`src/rtl/func_sweep.sv`:
```
// func_sweep: sweeps a 2-input programmable logic unit through all 16 functions x 4 operand pairs and checks z.
// Latency: each vector is held SETTLE cycles; a full sweep takes 64*SETTLE cycles after start, then a one-cycle done pulse.
// Backpressure: none; start is accepted only in IDLE. Optional FUNC_SWEEP_HALT_EN stops on the first mismatch and reports fail_sel/fail_xy.
module func_sweep #(
    parameter int SETTLE = 1
) (
    input  logic        clk,
    input  logic        rst,
    input  logic        start,
    output logic [3:0]  sel,
    output logic        x,
    output logic        y,
    input  logic        z,
    output logic        busy,
    output logic        done,
    output logic [6:0]  err_count,
    output logic [15:0] fail_mask
`ifdef FUNC_SWEEP_HALT_EN
    ,
    output logic [3:0]  fail_sel,
    output logic [1:0]  fail_xy
`endif
);

    typedef enum logic [1:0] {
        IDLE = 2'd0,
        RUN  = 2'd1,
        DONE = 2'd2
    } state_t;

    localparam logic [3:0] SETTLE_M1 = 4'(SETTLE - 1);

    state_t      state_q, state_d;
    logic [3:0]  sel_q, sel_d;
    logic [1:0]  xy_q, xy_d;
    logic [3:0]  cnt_q, cnt_d;
    logic [6:0]  err_q, err_d;
    logic [15:0] mask_q, mask_d;
`ifdef FUNC_SWEEP_HALT_EN
    logic [3:0]  fail_sel_q, fail_sel_d;
    logic [1:0]  fail_xy_q, fail_xy_d;
`endif

    // Truth-table row for operands {x,y}: index 00 reads sel[3], 11 reads sel[0].
    logic [1:0] bit_idx;
    logic       exp_z;
    logic       mismatch;
    logic       last_vec;

    always_comb begin
        bit_idx  = 2'd3 - xy_q;
        exp_z    = sel_q[bit_idx];
        mismatch = (z != exp_z);
        last_vec = (sel_q == 4'hF) && (xy_q == 2'b11);
    end

    always_comb begin
        state_d = state_q;
        sel_d   = sel_q;
        xy_d    = xy_q;
        cnt_d   = cnt_q;
        err_d   = err_q;
        mask_d  = mask_q;
`ifdef FUNC_SWEEP_HALT_EN
        fail_sel_d = fail_sel_q;
        fail_xy_d  = fail_xy_q;
`endif
        case (state_q)
            IDLE: begin
                if (start) begin
                    state_d = RUN;
                    sel_d   = 4'd0;
                    xy_d    = 2'b00;
                    cnt_d   = 4'd0;
                    err_d   = 7'd0;
                    mask_d  = 16'h0000;
`ifdef FUNC_SWEEP_HALT_EN
                    fail_sel_d = 4'd0;
                    fail_xy_d  = 2'b00;
`endif
                end
            end
            RUN: begin
                if (cnt_q < SETTLE_M1) begin
                    cnt_d = cnt_q + 4'd1;
                end else begin
                    cnt_d = 4'd0;
                    if (mismatch) begin
                        err_d  = err_q + 7'd1;
                        mask_d = mask_q | (16'h0001 << sel_q);
                    end
`ifdef FUNC_SWEEP_HALT_EN
                    if (mismatch) begin
                        // Freeze sel/x/y on the failing vector so it can be probed on the board.
                        state_d    = DONE;
                        fail_sel_d = sel_q;
                        fail_xy_d  = xy_q;
                    end else if (last_vec) begin
                        state_d = DONE;
                    end else begin
                        xy_d = xy_q + 2'd1;
                        if (xy_q == 2'b11) begin
                            sel_d = sel_q + 4'd1;
                        end
                    end
`else
                    if (last_vec) begin
                        state_d = DONE;
                    end else begin
                        xy_d = xy_q + 2'd1;
                        if (xy_q == 2'b11) begin
                            sel_d = sel_q + 4'd1;
                        end
                    end
`endif
                end
            end
            DONE: begin
                state_d = IDLE;
            end
            default: begin
                state_d = IDLE;
            end
        endcase
    end

    always_ff @(posedge clk) begin
        if (rst) begin
            state_q <= IDLE;
            sel_q   <= 4'd0;
            xy_q    <= 2'b00;
            cnt_q   <= 4'd0;
            err_q   <= 7'd0;
            mask_q  <= 16'h0000;
`ifdef FUNC_SWEEP_HALT_EN
            fail_sel_q <= 4'd0;
            fail_xy_q  <= 2'b00;
`endif
        end else begin
            state_q <= state_d;
            sel_q   <= sel_d;
            xy_q    <= xy_d;
            cnt_q   <= cnt_d;
            err_q   <= err_d;
            mask_q  <= mask_d;
`ifdef FUNC_SWEEP_HALT_EN
            fail_sel_q <= fail_sel_d;
            fail_xy_q  <= fail_xy_d;
`endif
        end
    end

    always_comb begin
        sel       = sel_q;
        x         = xy_q[1];
        y         = xy_q[0];
        busy      = (state_q == RUN);
        done      = (state_q == DONE);
        err_count = err_q;
        fail_mask = mask_q;
`ifdef FUNC_SWEEP_HALT_EN
        fail_sel  = fail_sel_q;
        fail_xy   = fail_xy_q;
`endif
    end

endmodule

```
`config.mk`:
```
export PLATFORM = sky130hd
export DESIGN_NAME = func_sweep
export DESIGN_NICKNAME = d
export VERILOG_FILES = /design/src/rtl/func_sweep.sv
export SDC_FILE = /design/constraint.sdc
export NUM_CORES = 1
export LEC_CHECK = 0
export ABC_AREA = 1
export CORE_MARGIN = 3
export CORE_UTILIZATION = 25
export CTS_CLUSTER_SIZE = 20
export DETAILED_ROUTE_END_ITERATION = 7
export DONT_BUFFER_PORTS = 1
export GPL_TIMING_DRIVEN = 0
export SYNTH_ARGS = -nofsm -noshare
export SYNTH_HDL_FRONTEND = slang
export SYNTH_SLANG_ARGS = --single-unit
```
`constraint.sdc`:
```
create_clock -name clk -period 4.5 [get_ports clk]
set_clock_uncertainty 0.15 [all_clocks]
set_input_delay 0.675 -clock clk [delete_from_list [all_inputs] [get_ports clk]]
set_output_delay 0.675 -clock clk [all_outputs]
set_load 0.02 [all_outputs]
```
* Word level (Yosys, flattened, before mapping)
Cells that the tools add are included.
Storage, ports and cells: flip-flop bits (word level) 35, input bits 4
Cells by class: add/subtract/negate cells 5, shift-type cells 1, equality and inequality tests 11, bitwise operators 1, multiplexer cells 25, reductions and logical operators 8, magnitude comparators 2
Operator list (number):
- $mux W16 | 3
- $pmux W16 S2 | 1
- $mux W7 | 3
- $mux W4 | 5
- $or A16 B16 Y16 | 1
- $pmux W4 S2 | 2
- $shl A1 B4 Y16 const A | 1
- $pmux W7 S2 | 1
- $mux W2 | 6
- $add A4 B1 Y4 const B | 2
- $pmux W2 S2 | 2
- $reduce_and A4 Y1 | 2
- $add A7 B1 Y7 const B | 1
- $ne A2 B1 Y1 const B | 3
- $ne A2 B2 Y1 const B | 3
- $reduce_and A5 Y1 | 1
- $eq A2 B2 Y1 const B | 2
- $eq A4 B4 Y1 const B | 1
- $lt A4 B1 Y1 const B | 1
- $lt A2 B3 Y1 const B | 1
- $reduce_and A3 Y1 | 1
- $add A2 B1 Y2 const B | 1
- $bmux W1 S2 | 1
- $eq A2 B1 Y1 const B | 1
- other kinds (7) | 7

* Depth between registers and ports, before layout
Gate-level depths: netlist of the first run.
depth in word-level cells 7, gate-level depth with buffers 11, depth with buffers taken out 11

* Least setup slack after synthesis of the first run
Ideal clock, no wire load.
path kind in2reg, from input port rst, to register mask_q[0] (netlist: fail_mask[0]), arrival 1.379 ns, buffers on the path 2, cell stages on the path 5, path slack 2.852 ns, cells stage by stage clkbuf_2 > inv_1 > nand2_1 > buf_2 > a21oi_1
RTL lines:
- start: declaration | RTL line 8 | input logic rst,
- end signal: assignment | RTL line 145 | mask_q <= mask_d;
- end: declaration | RTL line 38 | logic [15:0] mask_q, mask_d;

* Final worst setup path of the first run
from register state_q[1], to output port done
Between the ends: longest elaborated chain between the ends 1
RTL lines:
- start: declaration | RTL line 33 | state_t state_q, state_d;
- start signal: assignment | RTL line 140 | state_q <= state_d;
- $eq A2 B2 Y1 | RTL line 158 | done = (state_q == DONE);
- end: declaration | RTL line 15 | output logic done,
Every way passes these cells.

==> results.py, run 1 <==
metrics = {
    "run_status": {
        "outcome": "complete, no violations",
    },
    "timing": {
        "setup_viol": 0,
        "tns_ps": 0,
        "worst_slew_margin_rel": 0.719,
        "finalHoldViolCount": 0,
        "achievable_clock_frequency_mhz": 524,
        "maxSlewViolCount": 0,
        "final.period_utilization": 0.424,
        "fin_crit_ps": 1910,
        "worst-slew-pin-transition_ps": 422,
        "rsz_0062_raised_after_global_routing": "false",
    },
    "worst_setup_path": {
        "critPathCaptureType": "output pin",
        "cp.arrival_ps": 1080,
        "critical_path_cell_by_cell": "inv_1, nor2_1",
        "worst_r2r_endpoint": "fail_mask[8]$_SDFFE_PP0P_",
        "worst-setup-path-type": "register to output pin",
        "critPathLaunch": "state_q[1]$_SDFFE_PP0P_",
        "crit_fanout": 3,
        "worst_setup_start_kind": "register",
        "critical_path.reg2reg.startpoint": "sel[2]$_SDFFE_PP0P_",
        "crit_path_top_delay_cell": "sky130_fd_sc_hd__dfxtp_1",
        "critical_path.max_stage_delay_ps": 390,
        "timing.reg2reg.worst_path_depth": 10,
        "r2r_slack_ps": 2610,
        "timing.critical_path.required_ps": 3670,
    },
    "yosys": {
        "ys_ff_latch": 31,
        "yosysUniqueCellTypes": 25,
        "post_synth_most_frequent_cells": "sky130_fd_sc_hd__nand2_1 (46), sky130_fd_sc_hd__inv_1 (40), sky130_fd_sc_hd__dfxtp_1 (31), sky130_fd_sc_hd__a21oi_1 (23), sky130_fd_sc_hd__nor2_1 (22)",
        "synth_edf_count": 0,
        "syn_area_mm2": 0.00156,
        "synth_most_common_cell": "sky130_fd_sc_hd__nand2_1",
        "postSynthNetCount": 233,
        "yosysSeqAreaShare": 0.398,
        "synth-warning-count": 0,
        "synth.area.top_cells": "sky130_fd_sc_hd__dfxtp_1 (40%), sky130_fd_sc_hd__nand2_1 (11%), sky130_fd_sc_hd__inv_1 (9.6%)",
        "netlist.top_cell.by_area": "sky130_fd_sc_hd__dfxtp_1",
        "postSynth.asyncResetShare": 0,
        "syn_inst": 221,
        "synth_top_area_share": 0.398,
        "synthesis.area_per_instance_um2": 7.05,
        "synth_ff_type": "sky130_fd_sc_hd__dfxtp_1",
    },
    "cells_and_area": {
        "nets": 240,
        "postLayoutCoreUtil": 0.288,
        "area.growth.synth_to_final_pct": 10.7,
        "multi_input_area_um2": 733,
        "n_fill_cell": 661,
        "num_antenna_cells": 0,
        "final_cell_area_mm2": 0.00173,
        "layout.area.seq_um2": 621,
        "final_cells": 302,
        "post_route_cells_drive_above_1_share": 0.0705,
    },
    "clock_tree": {
        "postCtsSetupBuffers": 0,
        "cts.root.buffer_cell": "sky130_fd_sc_hd__clkbuf_8",
        "h_tree_level_count": 2,
        "path_clk_slew_ps": 60,
        "hold_buffers": 0,
        "cts_sinks": 31,
        "cts.repair.resized": 0,
        "cts_tree": "done",
        "number_of_buffers_on_the_longest_clock_path": 2,
        "insertion_delay_ps": 280,
        "cts_buf_count": 5,
    },
    "hold_path": {
        "holdCritStartpoint": "fail_mask[14]$_SDFFE_PP0P_",
        "endpoint_worst_hold": "fail_mask[14]$_SDFFE_PP0P_",
        "worstHoldPathType": "register to register",
        "min_path_cells": 2,
    },
    "floorplanning": {
        "die_w_um": 85.0,
        "placeableCoreArea_mm2": 0.00599,
        "top_level_ports": 35,
        "dieHeight_um": 85.0,
        "initial_utilization": 0.260,
        "placement_rows": 28,
        "dieArea_mm2": 0.00722,
    },
    "power": {
        "vdd_ir_drop_max_mv": 0.146,
        "power.density_mw_per_mm2": 333,
        "total_leakage_power_nw": 0.678,
    },
    "routing": {
        "detail-route-antenna-nets": 0,
        "route.final.wire_length_um": 3580,
        "vias": 1321,
        "firstDrtPassIters": 5,
        "post-route-drc-count": 0,
        "vias_per_cell": 4.37,
        "routed_wire_length_per_instance_um": 11.9,
        "drt_first_iter_violations": 55,
    },
    "placement": {
        "placed_area_mm2": 0.00165,
        "dp_hpwl_um": 2640,
        "port_buffers": 0,
        "globalplace.congestion": 0.833,
        "placed_cells_incl_taps": 296,
    },
    "job": {
        "drv_cap": 0,
    },
    "global_routing": {
        "globalRouteTotalUtil": 0.103,
        "grt_pass1_wl_um": 5930,
        "grt_start_max_net_pins": 11,
        "grt_pass1_vias": 1185,
        "globalRouteOverflowTotal": 0,
        "grt_antenna_before_repair": 0,
    },
}
stage by stage:
stage / power (W) / worst slack [ps] / hold slack [ps]
5_1_grt: 0.000609 / 2410 / 420
6_report: 0.000575 / 2590 / 397
2_1_floorplan: 0.000366 / 2850 / 376
3_3_place_gp: 0.000383 / 2530 / 393
4_1_cts: 0.000588 / 2580 / 402
3_5_place_dp: 0.000384 / 2540 / 392
routing by layer:
metal	GRT usage	routed length, µm	vias up
met5	0	0	-
met4	0.0432	57	0
met3	0.0505	331	5
met2	0.148	1530	32
met1	0.132	1660	579
li1	-	-	705
sequential cells by signal, summed over array words and instances (netlist names):
| register | cells |
|---|---|
| fail_mask | 16 |
| xy_q | 2 |
| state_q | 2 |
| err_count | 7 |
| sel | 4 |
layout make-up:
type	count	share of cell area
plain buffers	6	0.0276
clock buffers	6	0.0421
inverters	42	0.0914
multi-input cells	142	0.425
flip-flops and latches	31	0.360
well taps	75	0.0544
how the worst max path moves through the flow:
stage,slack (ps),endpoint
5_1_grt,2410,err_count[2]$_SDFFE_PP0P_
2_1_floorplan,2850,fail_mask[0]$_SDFFE_PP0P_
3_3_place_gp,2530,fail_mask[0]$_SDFFE_PP0P_
3_5_place_dp,2540,fail_mask[3]$_SDFFE_PP0P_
4_1_cts,2580,done
6_report,2590,done
cells in the final DEF, fill, tap and decap left out:
cell,n
sky130_fd_sc_hd__nand2_1,46
sky130_fd_sc_hd__inv_1,40
sky130_fd_sc_hd__dfxtp_1,31
sky130_fd_sc_hd__a21oi_1,23
sky130_fd_sc_hd__nor2_1,22
sky130_fd_sc_hd__nor3_1,14
sky130_fd_sc_hd__nand3_1,12
sky130_fd_sc_hd__ha_1,8
sky130_fd_sc_hd__clkbuf_8,5
sky130_fd_sc_hd__buf_6,3
sky130_fd_sc_hd__nand3_2,3
sky130_fd_sc_hd__o21ai_0,3
sky130_fd_sc_hd__clkbuf_1,2
sky130_fd_sc_hd__nor3b_1,2
sky130_fd_sc_hd__nand3b_1,2
sky130_fd_sc_hd__inv_2,1
sky130_fd_sc_hd__nor2_4,1
sky130_fd_sc_hd__clkinv_1,1
sky130_fd_sc_hd__a31oi_1,1
sky130_fd_sc_hd__clkbuf_2,1
sky130_fd_sc_hd__nand2_4,1
sky130_fd_sc_hd__buf_2,1
sky130_fd_sc_hd__a211oi_1,1
sky130_fd_sc_hd__a21o_1,1
sky130_fd_sc_hd__nor4_1,1
sky130_fd_sc_hd__o21a_1,1
logic make-up after synthesis:
kind of cell	synth area share
buffers and inverters	0.132
DFF	0.398
AOI/OAI and AO/OA	0.102
and+or+nand+nor	0.304
adders and majority gates	0.0642
worst max-delay path: cells and delay by family (launching register included):
kind,cells,cell delay [ps]
buffers and inverters,1,100
flip-flops,1,390
AND/OR/NAND/NOR,1,320
where the power goes:
part           internal [W]  switching (W)   total, W
clock network      0.000103      0.0000947   0.000198
registers          0.000284      0.0000220   0.000306
logic             0.0000238      0.0000475  0.0000713
Power figures use the tool's default switching activity.
==> inputs of run 2 (changes only) <==
- clock period: 4.5 -> 1.9 ns (I/O delays scaled with it)
==> results.py, run 2 (same netlist as run 1, synthesis figures left out) <==
metrics = {
    "placement": {
        "globalplace.congestion": 0.833,
        "dp_hpwl_um": 2640,
        "placed_cells_incl_taps": 296,
        "pre_cts_slack_ps": 9.52,
        "port_buffers": 0,
    },
    "routing": {
        "drt_first_iter_violations": 52,
        "vias_per_cell": 4.36,
        "vias": 1317,
        "post-route-drc-count": 0,
        "detail-route-antenna-nets": 0,
        "firstDrtPassIters": 4,
        "route.final.wire_length_um": 3570,
        "routed_wire_length_per_instance_um": 11.8,
    },
    "worst_setup_path": {
        "critPathCaptureType": "register",
        "worst_r2r_endpoint": "fail_mask[8]$_SDFFE_PP0P_",
        "r2r_slack_ps": 190,
        "cp.arrival_ps": 1770,
        "cpMostUsedCell": "sky130_fd_sc_hd__nand2_1",
        "timing.reg2reg.worst_path_depth": 10,
        "timing.critical_path.required_ps": 1950,
        "critical_path.max_stage_delay_ps": 400,
        "critical_path_cell_by_cell": "buf_6, nand2_1, nand3_2, nand2_1, nand2_1, nand3_2, nand2_4, buf_6, nand2_1, a21oi_1",
        "worst_setup_start_kind": "register",
        "path_buf_inv": 2,
        "worst-setup-path-type": "register to register",
        "critical_path.reg2reg.startpoint": "sel[2]$_SDFFE_PP0P_",
        "crit_path_top_delay_cell": "sky130_fd_sc_hd__dfxtp_4",
        "critical_path.top_delay_family": "simple AND/OR/NAND/NOR gates",
        "crit_fanout": 10,
    },
    "clock_tree": {
        "cts_tree": "done",
        "h_tree_level_count": 2,
        "cts_buf_count": 5,
        "hold_buffers": 0,
        "cts_sinks": 31,
        "number_of_buffers_on_the_longest_clock_path": 2,
        "path_clk_slew_ps": 60,
        "insertion_delay_ps": 280,
        "cts.root.buffer_cell": "sky130_fd_sc_hd__clkbuf_8",
    },
    "timing": {
        "finalHoldViolCount": 0,
        "worst_slew_margin_rel": 0.721,
        "setup_viol": 0,
        "hold_ws_ps": 91.5,
        "post-route-worst-setup-slack_ps": 187,
        "fin_crit_ps": 1710,
        "tns_ps": 0,
        "maxSlewViolCount": 0,
        "rsz_0062_raised_after_global_routing": "false",
        "achievable_clock_frequency_mhz": 584,
        "final.period_utilization": 0.902,
        "worst-slew-pin-transition_ps": 418,
    },
    "floorplanning": {
        "placement_rows": 28,
        "die_w_um": 85.0,
        "dieHeight_um": 85.0,
        "top_level_ports": 35,
        "initial_utilization": 0.260,
        "dieArea_mm2": 0.00722,
        "placeableCoreArea_mm2": 0.00599,
    },
    "hold_path": {
        "min_path_cells": 2,
        "endpoint_worst_hold": "state_q[0]$_SDFFE_PP0P_",
        "worstHoldPathType": "input port to register",
        "holdCritStartpoint": "start",
    },
    "cells_and_area": {
        "most_frequent_standard_cell_in_the_layout_excluding_fill_and_tap_cells": "sky130_fd_sc_hd__nand2_1",
        "num_antenna_cells": 0,
        "post_route_cells_drive_above_1_share": 0.0969,
        "n_fill_cell": 660,
        "layout.cells.most_common_list": "sky130_fd_sc_hd__nand2_1 (46), sky130_fd_sc_hd__inv_1 (40), sky130_fd_sc_hd__dfxtp_1 (25)",
        "area.growth.synth_to_final_pct": 11.3,
        "postLayoutCoreUtil": 0.290,
        "largest_register_ffs": 16,
        "nets": 240,
        "final_cells": 302,
    },
    "run_status": {
        "outcome": "complete, no violations",
    },
    "global_routing": {
        "globalRouteOverflowTotal": 0,
        "grt_start_max_net_pins": 11,
        "grt_pass1_vias": 1185,
        "grt_pass1_wl_um": 5930,
        "globalRouteTotalUtil": 0.103,
        "grt_antenna_before_repair": 0,
    },
    "power": {
        "power.density_mw_per_mm2": 786,
        "vdd_ir_drop_max_mv": 0.362,
        "total_leakage_power_nw": 0.681,
    },
    "job": {
        "drv_cap": 0,
    },
}
==> run 2: cell counts in the layout (fill, tap and decap cells not counted) <==
Identical to the previous run, type by type.
==> run 2: worst max path at each step <==
stage / start / cells after the start / endpoint / slack (ps)
floorplan: sel[0]$_SDFFE_PP0P_ / 7 / xy_q[1]$_SDFFE_PP0P_ / 300
global placement: sel[2]$_SDFFE_PP0P_ / 10 / fail_mask[0]$_SDFFE_PP0P_ / 40
detailed placement: sel[2]$_SDFFE_PP0P_ / 10 / fail_mask[3]$_SDFFE_PP0P_ / 10
CTS: sel[0]$_SDFFE_PP0P_ / 7 / xy_q[1]$_SDFFE_PP0P_ / 30
global route: sel[2]$_SDFFE_PP0P_ / 10 / err_count[2]$_SDFFE_PP0P_ / 5
finish: sel[2]$_SDFFE_PP0P_ / 10 / fail_mask[8]$_SDFFE_PP0P_ / 190
==> run 2: routing by layer <==
metal / share of wire / GRT usage / up-vias
met5: 0 / 0 / -
met4: 0.016 / 0.0432 / 0
met3: 0.092 / 0.0505 / 5
met2: 0.43 / 0.148 / 33
met1: 0.47 / 0.132 / 573
li1: - / - / 706
==> run 2: layout make-up <==
type                    count  area [µm²]  share of cell area
flip-flops and latches     31         631               0.363
clock buffers               6        72.6              0.0418
plain buffers               6        47.5              0.0274
inverters                  42         158              0.0908
well taps                  75        93.8              0.0541
multi-input cells         142         733               0.422
==> run 2: through the flow <==
stage	area (µm²)	total power [W]
after floorplan	1560	0.000866
after global placement	1650	0.000907
after detailed placement	1650	0.000910
after CTS	1730	0.00139
after global routing	1740	0.00144
final	1740	0.00136
==> run 2: power breakdown <==
part | switching, W | internal [W] | total [W]
registers | 0.0000520 | 0.000674 | 0.000726
clock network | 0.000225 | 0.000244 | 0.000469
logic | 0.000112 | 0.0000565 | 0.000169
total | 0.000390 | 0.000974 | 0.00136
==> run 2: what timing repair did <==
action | 4_1_cts | 5_1_grt
pin swaps | 0 | 0
setup endpoints to repair | 4 | 25
gates resized for setup | 1 | 6
buffers inserted | 0 | 0
==> inputs of run 3 (changes only) <==
- clock period: 1.9 -> 1.6 ns (I/O delays scaled with it)
==> results.py, run 3 (same netlist as run 1, synthesis figures left out) <==
metrics = {
    "worst_setup_path": {
        "worst-setup-path-type": "register to register",
        "path_buf_inv": 2,
        "worst_setup_start_kind": "register",
        "crit_path_top_delay_cell": "sky130_fd_sc_hd__dfxtp_2",
        "critical_path.top_delay_family": "simple AND/OR/NAND/NOR gates",
        "crit_fanout": 7,
        "critical_path_cell_by_cell": "inv_2, nor2_4, nand3_4, nand2_8, clkbuf_16, nand2_4, a21oi_2",
        "critPathLaunch": "state_q[0]$_SDFFE_PP0P_",
        "critPathCaptureType": "register",
        "timing.critical_path.required_ps": 1670,
        "cp.arrival_ps": 1670,
        "critical_path.max_stage_delay_ps": 330,
        "critical_path.reg2reg.startpoint": "state_q[0]$_SDFFE_PP0P_",
    },
    "floorplanning": {
        "dieArea_mm2": 0.00722,
        "dieHeight_um": 85.0,
        "placement_rows": 28,
        "die_w_um": 85.0,
        "initial_utilization": 0.260,
        "top_level_ports": 35,
        "placeableCoreArea_mm2": 0.00599,
    },
    "timing": {
        "worst_slew_margin_rel": 0.730,
        "post-route-worst-setup-slack_ps": -2.30,
        "fin_crit_ps": 1600,
        "worst-slew-pin-transition_ps": 404,
        "maxSlewViolCount": 0,
        "final.period_utilization": 1.00,
        "hold_ws_ps": 1.92,
        "tns_ps": -2.30,
        "finalHoldViolCount": 0,
        "achievable_clock_frequency_mhz": 624,
        "setup_viol": 1,
        "rsz_0062_raised_after_global_routing": "true",
    },
    "global_routing": {
        "grt_pass1_wl_um": 6090,
        "globalRouteTotalUtil": 0.106,
        "grt_antenna_before_repair": 0,
        "grt_start_max_net_pins": 11,
        "grt_pass1_vias": 1272,
        "globalRouteOverflowTotal": 0,
    },
    "routing": {
        "route.final.wire_length_um": 4040,
        "vias": 1400,
        "drt_first_iter_violations": 33,
        "firstDrtPassIters": 4,
        "vias_per_cell": 4.50,
        "routed_wire_length_per_instance_um": 13.0,
        "detail-route-antenna-nets": 0,
        "post-route-drc-count": 0,
    },
    "job": {
        "drv_cap": 0,
    },
    "cells_and_area": {
        "final_cells": 311,
        "area.growth.synth_to_final_pct": 35.1,
        "final_cell_area_mm2": 0.00211,
        "postLayoutCoreUtil": 0.352,
        "largest_register_ffs": 16,
        "most_frequent_standard_cell_in_the_layout_excluding_fill_and_tap_cells": "sky130_fd_sc_hd__inv_1",
        "num_antenna_cells": 0,
        "nets": 247,
        "layout.cells.most_common_list": "sky130_fd_sc_hd__inv_1 (36), sky130_fd_sc_hd__nand2_1 (31), sky130_fd_sc_hd__dfxtp_1 (21)",
        "post_route_cells_drive_above_1_share": 0.339,
    },
    "clock_tree": {
        "hold_buffers": 0,
        "cts_buf_count": 5,
        "cts_sinks": 31,
        "cts.root.buffer_cell": "sky130_fd_sc_hd__clkbuf_8",
        "path_clk_slew_ps": 60,
        "number_of_buffers_on_the_longest_clock_path": 2,
        "cts_tree": "done",
        "h_tree_level_count": 2,
        "insertion_delay_ps": 280,
    },
    "run_status": {
        "failing_checks": "setup timing",
        "outcome": "finished with violations",
    },
    "placement": {
        "dp_hpwl_um": 2630,
        "placed_cells_incl_taps": 296,
        "globalplace.congestion": 0.765,
        "placed_area_mm2": 0.00165,
        "port_buffers": 0,
    },
    "power": {
        "total_leakage_power_nw": 0.801,
        "vdd_ir_drop_max_mv": 0.487,
        "power.density_mw_per_mm2": 879,
    },
    "hold_path": {
        "holdCritStartpoint": "start",
        "worstHoldPathType": "input port to register",
    },
}
[run 3: cell types whose count changed in the layout (fill, tap and decap cells not counted), moves of 6 or more]
| cell | change |
|---|---|
| sky130_fd_sc_hd__nand2_1 | -15 |
| sky130_fd_sc_hd__a21oi_1 | -13 |
| sky130_fd_sc_hd__a21oi_2 | +13 |
| sky130_fd_sc_hd__nand2_2 | +8 |
| sky130_fd_sc_hd__dfxtp_4 | +6 |
| sky130_fd_sc_hd__nand2_4 | +6 |
[run 3: layout make-up]
cell class	instances	area, µm²
timing repair buffer	7	73.8
multi-input combinational	142	968
buffer	6	53.8
tap	75	93.8
clock buffer	8	100
fill	623	3880
sequential	31	651
inverter	42	165
[run 3: what timing repair did]
action / CTS / global route
resized for setup: 20 / 64
pin swaps: 2 / 18
buffers inserted: 4 / 1
endpoints found under the setup margin: 30 / 29
cloned: 0 / 2
[run 3: worst register-to-register path, cell delays in order (launching register included)]
cell	delay, ps
sky130_fd_sc_hd__dfxtp_2	330
sky130_fd_sc_hd__inv_2	70
sky130_fd_sc_hd__nor2_4	330
sky130_fd_sc_hd__nand3_4	170
sky130_fd_sc_hd__nand2_8	140
sky130_fd_sc_hd__clkbuf_16	170
sky130_fd_sc_hd__nand2_4	50
sky130_fd_sc_hd__a21oi_2	130
[run 3: path summary, 6_finish.rpt]
kind / end / slack, ps / cells past startpoint
worst max register to register: fail_mask[0]$_SDFFE_PP0P_ / -2 / 7
worst min-delay path: state_q[0]$_SDFFE_PP0P_ / 2 / 2
worst min register to register: xy_q[1]$_SDFFE_PP0P_ / 400 / 2
worst max-delay path: fail_mask[0]$_SDFFE_PP0P_ / -2 / 7
[run 3: where the power goes]
group	leakage [nW]	internal [W]	switching, W	total [W]
registers	0.258	0.000797	0.0000682	0.000866
clock network	0.0515	0.000392	0.000285	0.000677
logic	0.492	0.000124	0.000184	0.000307
total	0.801	0.00131	0.000537	0.00185
[run 3: layer usage]
metal	wire length, µm	global-route usage	vias up
li1	-	-	718
met1	1660	0.123	651
met2	2030	0.169	26
met3	289	0.0427	5
met4	57	0.0489	0
met5	0	0	-
[run 3: metrics by stage]
stage | total power (W) | setup slack [ps]
global placement | 0.00108 | -259
detailed placement | 0.00108 | -275
floorplan | 0.00103 | 2.11
global route | 0.00194 | -108
CTS | 0.00178 | 0.250
finish | 0.00185 | -2.30
